==> config.mk <==
export PLATFORM = sky130hd
export DESIGN_NAME = downstream_cancel_store_flat
export DESIGN_NICKNAME = d
export VERILOG_FILES = /design/src/rtl/downstream_cancel_store_if.sv /design/src/rtl/downstream_cancel_store.sv /design/src/flat_wrapper.sv
export SDC_FILE = /design/constraint.sdc
export NUM_CORES = 2
export LEC_CHECK = 0
export ABC_AREA = 0
export BUFFER_PORTS_ARGS = -buffer_cell sky130_fd_sc_hd__buf_2
export CORE_MARGIN = 2
export CORE_UTILIZATION = 45
export CTS_BUF_LIST = sky130_fd_sc_hd__clkbuf_8
export DETAILED_ROUTE_END_ITERATION = 6
export PLACE_DENSITY = 0.68
export REMOVE_ABC_BUFFERS = 1
export SYNTH_ARGS = -nofsm -noshare
export SYNTH_HDL_FRONTEND = slang
export SYNTH_SLANG_ARGS = --single-unit
==> constraint.sdc <==
create_clock -name clk -period 55.3 [get_ports clk]
set_input_delay 11.06 -clock clk [delete_from_list [all_inputs] [get_ports clk]]
set_output_delay 11.06 -clock clk [all_outputs]
set_load 0.01 [all_outputs]
==> src/rtl/downstream_cancel_store_if.sv <==
// Request/response bundle for the downstream cancelled-order store.
//   ack              request strobe (sampled by the store only while idle)
//   client_id        client index for a request, or for the idle query
//   amount           amount to add to the client's running total
//   cancelled_orders stored total of the addressed/updated client
//   update_memory    RAM write enable, high while the store is writing
//   memwr            write-complete flag, high for one cycle after the write
//   busy             high while a request is in flight
interface downstream_cancel_store_if #(
  parameter int unsigned DATA_WIDTH = 32,
  parameter int unsigned ADDR_WIDTH = 5
);
  logic                  ack;
  logic [ADDR_WIDTH-1:0] client_id;
  logic [DATA_WIDTH-1:0] amount;
  logic [DATA_WIDTH-1:0] cancelled_orders;
  logic                  update_memory;
  logic                  memwr;
  logic                  busy;

  modport master (
    output ack, client_id, amount,
    input  cancelled_orders, update_memory, memwr, busy
  );

  modport slave (
    input  ack, client_id, amount,
    output cancelled_orders, update_memory, memwr, busy
  );
endinterface

==> src/rtl/downstream_cancel_store.sv <==
// Per-client cancelled-order accumulator. An accepted ack reads the client's
// running total, adds the captured amount (modulo 2**DATA_WIDTH) and writes it
// back, reporting the new total on cancelled_orders. While idle, the store
// answers a query for client_id with one cycle of latency.
//   clk  system clock, rising edge
//   rst  asynchronous active-high reset; clears state, captures and memory
//   bus  slave side of downstream_cancel_store_if (see interface header)
module downstream_cancel_store #(
  parameter int unsigned DATA_WIDTH = 32,
  parameter int unsigned ADDR_WIDTH = 5,
  parameter int unsigned DEPTH      = 32
) (
  input  logic                      clk,
  input  logic                      rst,
  downstream_cancel_store_if.slave  bus
);

  localparam logic [1:0] StIdle  = 2'd0;
  localparam logic [1:0] StRead  = 2'd1;
  localparam logic [1:0] StWrite = 2'd2;
  localparam logic [1:0] StDone  = 2'd3;

  logic [1:0]            state_q, state_d;
  logic [ADDR_WIDTH-1:0] id_q;
  logic [DATA_WIDTH-1:0] amt_q;
  logic [DATA_WIDTH-1:0] old_q;
  logic [DATA_WIDTH-1:0] cancelled_q;
  logic [DATA_WIDTH-1:0] sum;
  logic [DATA_WIDTH-1:0] mem_q [DEPTH];

  // Carry out of the top bit is deliberately dropped.
  assign sum = old_q + amt_q;

  always_comb begin
    state_d = state_q;
    unique case (state_q)
      StIdle:  if (bus.ack) state_d = StRead;
      StRead:  state_d = StWrite;
      StWrite: state_d = StDone;
      StDone:  state_d = StIdle;
      default: state_d = StIdle;
    endcase
  end

  always_ff @(posedge clk or posedge rst) begin
    if (rst) begin
      state_q     <= StIdle;
      id_q        <= '0;
      amt_q       <= '0;
      old_q       <= '0;
      cancelled_q <= '0;
    end else begin
      state_q <= state_d;
      unique case (state_q)
        StIdle: begin
          if (bus.ack) begin
            id_q  <= bus.client_id;
            amt_q <= bus.amount;
          end else begin
            cancelled_q <= mem_q[bus.client_id];
          end
        end
        StRead:  old_q <= mem_q[id_q];
        StWrite: cancelled_q <= sum;
        default: ;
      endcase
    end
  end

  // Register-file RAM; the WRITE state is its only write port.
  always_ff @(posedge clk or posedge rst) begin
    if (rst) begin
      for (int i = 0; i < int'(DEPTH); i++) begin
        mem_q[i] <= '0;
      end
    end else if (state_q == StWrite) begin
      mem_q[id_q] <= sum;
    end
  end

  assign bus.cancelled_orders = cancelled_q;
  assign bus.update_memory    = (state_q == StWrite);
  assign bus.memwr            = (state_q == StDone);
  assign bus.busy             = (state_q != StIdle);

endmodule

==> src/flat_wrapper.sv <==
// flat-port wrapper written by rule: the top's interface ports become plain ports
module downstream_cancel_store_flat 
#(
  parameter int unsigned DATA_WIDTH = 32,
  parameter int unsigned ADDR_WIDTH = 5,
  parameter int unsigned DEPTH      = 32
)
  (clk, rst, bus_ack, bus_client_id, bus_amount, bus_cancelled_orders, bus_update_memory, bus_memwr, bus_busy);
  downstream_cancel_store_if #(.DATA_WIDTH(DATA_WIDTH), .ADDR_WIDTH(ADDR_WIDTH)) bus_i ();
  input  logic clk;
  input  logic rst;
  input wire logic [$bits(bus_i.ack)-1:0] bus_ack;
  input wire logic [$bits(bus_i.client_id)-1:0] bus_client_id;
  input wire logic [$bits(bus_i.amount)-1:0] bus_amount;
  output wire logic [$bits(bus_i.cancelled_orders)-1:0] bus_cancelled_orders;
  output wire logic [$bits(bus_i.update_memory)-1:0] bus_update_memory;
  output wire logic [$bits(bus_i.memwr)-1:0] bus_memwr;
  output wire logic [$bits(bus_i.busy)-1:0] bus_busy;
  assign bus_i.ack = bus_ack;
  assign bus_i.client_id = bus_client_id;
  assign bus_i.amount = bus_amount;
  assign bus_cancelled_orders = bus_i.cancelled_orders;
  assign bus_update_memory = bus_i.update_memory;
  assign bus_memwr = bus_i.memwr;
  assign bus_busy = bus_i.busy;
  downstream_cancel_store #(.DATA_WIDTH(DATA_WIDTH), .ADDR_WIDTH(ADDR_WIDTH), .DEPTH(DEPTH)) u_core (.clk(clk), .rst(rst), .bus(bus_i));
endmodule
==> metrics.md <==
| Metric | Value |
|---|---|
| Vias | 42120 |
| Area of the multi-input gates | 28100 um^2 |
| Nets | 4894 |
| CTS buffer count | 186 |
| Fin crit share | 25.6% |
| Slew Limit Fails | 0 |
| P_leak | 27.6 nW |
| Unrepaired setup endpoints after global routing | false |
| Total congestion overflow | 0 |
| Fillers | 11002 |
| DRC | 0 |
| P per Cell Area | 64.2 nW/um^2 |
| Setup TNS | 0 ns |
| CORE AREA | 128000 um^2 |
| DRT Pass-1 Iters | 6 |
| Yosys warning count | 0 |
| Initial Utilization | 45.3% |
| Initial antenna violation count | 5 |
| Die Y | 362 um |
| Vias in the first global route | 41162 |
| CTS resizes | 0 |
| ANT nets after route | 0 |
| Fmax | 0.0706 GHz |
| Critical path class | in2reg |
| Layout Skew | 0.0426 ns |
| I/O pins | 75 |
| Root buf cell | clkbuf_8 |
| Mapped Cells | 4956 |
| Max Cap Violations | 0 |
| Library cells used by synthesis | 60 |
| Post-detail-place hpwl | 97200 um |
| Clk sinks | 1127 |
| Critical path startpoint category | primary input |
| Hold Path Class | reg2reg |
| Worst Path Max Fanout | 54 |
| Die Area | 131000 um^2 |
| Max_slew headroom | 13.9% |
| Total global-route track usage | 27.8% |
| Drt initial violations | 4979 |
| Register area share after synthesis | 48.8% |
| Post-synth EDFFs | 0 |
| Yosys reg bits | 1127 |
| Non-filler cells, final | 6635 |
| Worst-Margin Slew | 1.29 ns |
| Post-synthesis async set-or-reset flop share | 100% |
| Arr. time, crit path | 14.89 ns |
| Clk_lat worst skew | 0.89 ns |
| Clock transition at path regs | 0.06 ns |
| Row cnt | 131 |
| Status | finished, final reports clean |
| RePlAce Congestion | 0.817 |
| VDD IR max | 0.0495 mV |
| Final setup fails | 0 |
| Crit. End Element | flip-flop |
| Data required, critical path | 56.03 ns |
| Final hold vios | 0 |
| Area added between synthesis and finish | 9.84% |
| Register Area | 28200 um^2 |
| # hold bufs at CTS | 0 |
| Post-CTS Setup Bufs | 0 |
| Global-route wire length before repair | 271000 um |
| DIE WIDTH | 362 um |
| # port buffers | 74 |
| Largest net degree at the start of global routing | 181 |
| CTS max path bufs | 3 |
| Cell area after synthesis | 57700 um^2 |
| Via/cell ratio | 6.35 |
| Layout cells sized above 1 | 26.0% |
| WL/cell | 27.1 um |
| CTS tree | done |
| Minimum clock period | 14.16 ns |
| Post-synth top flop | dfrtp_1 |
| H-Tree Depth | 4 |
| Total length of routed wires | 180000 um |
| Mean Syn Cell Area | 11.7 um^2 |
| Dpl cells | 6291 |
## power by group
group	switching, mW	internal, mW	total (mW)
Clock	0.351	0.402	0.753
Sequential	0.291	1.15	1.44
Combinational	1.13	0.750	1.88
## registers in the layout, indices dropped and copies added, names as in the netlist
name and cells:
u_core.amt_q 32, u_core.state_q 2, u_core.old_q 32, u_core.mem_q 1024, u_core.bus.cancelled_orders 32, u_core.id_q 5
## per-stage QoR
stage | utilization [%] | area, um^2 | hold WS, ns | power, mW | setup WS (ns)
global route | 49.7 | 63400 | 0.510 | 4.31 | 40.78
detailed placement | 46.7 | 59600 | 0.473 | 3.29 | 40.16
CTS | 49.7 | 63400 | 0.486 | 4.04 | 41.13
floorplan | - | 55800 | 0.461 | 2.67 | 12.50
finish | 49.7 | 63400 | 0.478 | 4.07 | 41.14
global placement | 46.7 | 59600 | 0.466 | 3.24 | 40.24
## worst paths after layout
kind,from,endpoint,slack (ns),cells past startpoint
setup / recovery,bus_client_id[0],u_core.bus.cancelled_orders[19]$_DFFE_PP0P_,41.14,9
min in group asynchronous,rst,u_core.mem_q[999]$_DFFE_PP0P_,10.40,2
hold / removal,u_core.bus.cancelled_orders[25]$_DFFE_PP0P_,u_core.bus.cancelled_orders[25]$_DFFE_PP0P_,0.48,1
hold reg to reg,u_core.bus.cancelled_orders[25]$_DFFE_PP0P_,u_core.bus.cancelled_orders[25]$_DFFE_PP0P_,0.48,1
setup reg to reg,u_core.id_q[0]$_DFFE_PP0P_,u_core.old_q[29]$_DFFE_PP0N_,50.15,9
max in group asynchronous,rst,u_core.id_q[1]$_DFFE_PP0P_,41.53,5
## worst max-delay path: stages
cell and delay (ns):
buf_8 0.48, buf_4 0.72, buf_4 0.86, mux4_2 0.61, mux4_2 0.47, mux2i_1 0.15
o22ai_1 0.10, a21oi_1 0.13, o21ai_0 0.08
## cells in the mapped netlist (all sizes together), types with 3 or more instances
cell type | number | area, um^2
a21oi | 79 | 422
a22oi | 19 | 143
and2 | 6 | 37.5
a211oi | 8 | 60.1
o22ai | 3 | 18.8
inv | 9 | 33.8
mux2 | 126 | 1420
o21a | 3 | 22.5
xor2 | 11 | 115
nor2b | 7 | 43.8
dfrtp | 1127 | 28200
buf | 95 | 439
o311ai | 3 | 26.3
nor2 | 69 | 259
o21bai | 3 | 22.5
nand3 | 27 | 135
nand4 | 5 | 31.3
mux4 | 603 | 13600
clkbuf | 396 | 1490
and3 | 7 | 43.8
a21o | 23 | 173
nand2 | 1141 | 4280
o211ai | 6 | 45.0
mux2i | 42 | 420
a31oi | 21 | 138
xnor2 | 18 | 165
nand2b | 5 | 31.3
ha | 35 | 438
o21ai | 1036 | 5300
## cell families after synthesis
| kind of cell | count (synthesis) | synth area share (%) |
|---|---|---|
| compound gates | 1219 | 11.3 |
| xor+xnor | 29 | 0.485 |
| fa+ha+maj | 36 | 0.793 |
| buf+inv | 502 | 3.41 |
| flops | 1127 | 48.8 |
| mux | 771 | 26.7 |
| simple gates | 1272 | 8.48 |
## layer usage
layer  GRT usage (%)  routed length [um]  up-vias
li1                -                   -    17736
met1            38.1               70500    21490
met2            42.9               82600     2396
met3            6.57               18900      494
met4            11.5                7760        4
met5               0                  30        -
## area by class of cell
cell class                 count  share of cell area, %
sequential                  1127                   44.5
multi-input combinational   3327                   44.3
clock buffer                 232                   5.03
clock inverter               104                  0.996
tap                         1662                   3.28
inverter                      11                 0.0789
timing repair buffer         165                   1.79
antenna                        7                 0.0276
## cell usage in the layout (no fill, tap or decap), types with 6 or more instances in the layout
| cell type | netlist | final |
|---|---|---|
| o21ai_0 | 972 | 972 |
| a21o_1 | 23 | 23 |
| nor2_1 | 69 | 68 |
| nand2_4 | 0 | 24 |
| xnor2_2 | 1 | 17 |
| ha_1 | 35 | 33 |
| o21ai_1 | 33 | 32 |
| diode_2 | 0 | 7 |
| clkinv_2 | 0 | 32 |
| a211oi_1 | 8 | 8 |
| xor2_2 | 0 | 8 |
| buf_2 | 42 | 70 |
| buf_4 | 0 | 88 |
| nor2b_1 | 7 | 6 |
| o21ai_2 | 31 | 31 |
| nand3_1 | 27 | 19 |
| a21oi_1 | 76 | 76 |
| and3_1 | 7 | 7 |
| dfrtp_1 | 1127 | 1122 |
| mux4_2 | 603 | 603 |
| nand3_4 | 0 | 8 |
| a22oi_1 | 19 | 19 |
| nand2_1 | 1141 | 1117 |
| mux2i_1 | 42 | 42 |
| inv_1 | 9 | 64 |
| clkbuf_8 | 0 | 232 |
| a31oi_1 | 20 | 20 |
| mux2_2 | 126 | 126 |
| o211ai_1 | 6 | 6 |
Note: power is estimated with default switching activity, not from simulation.
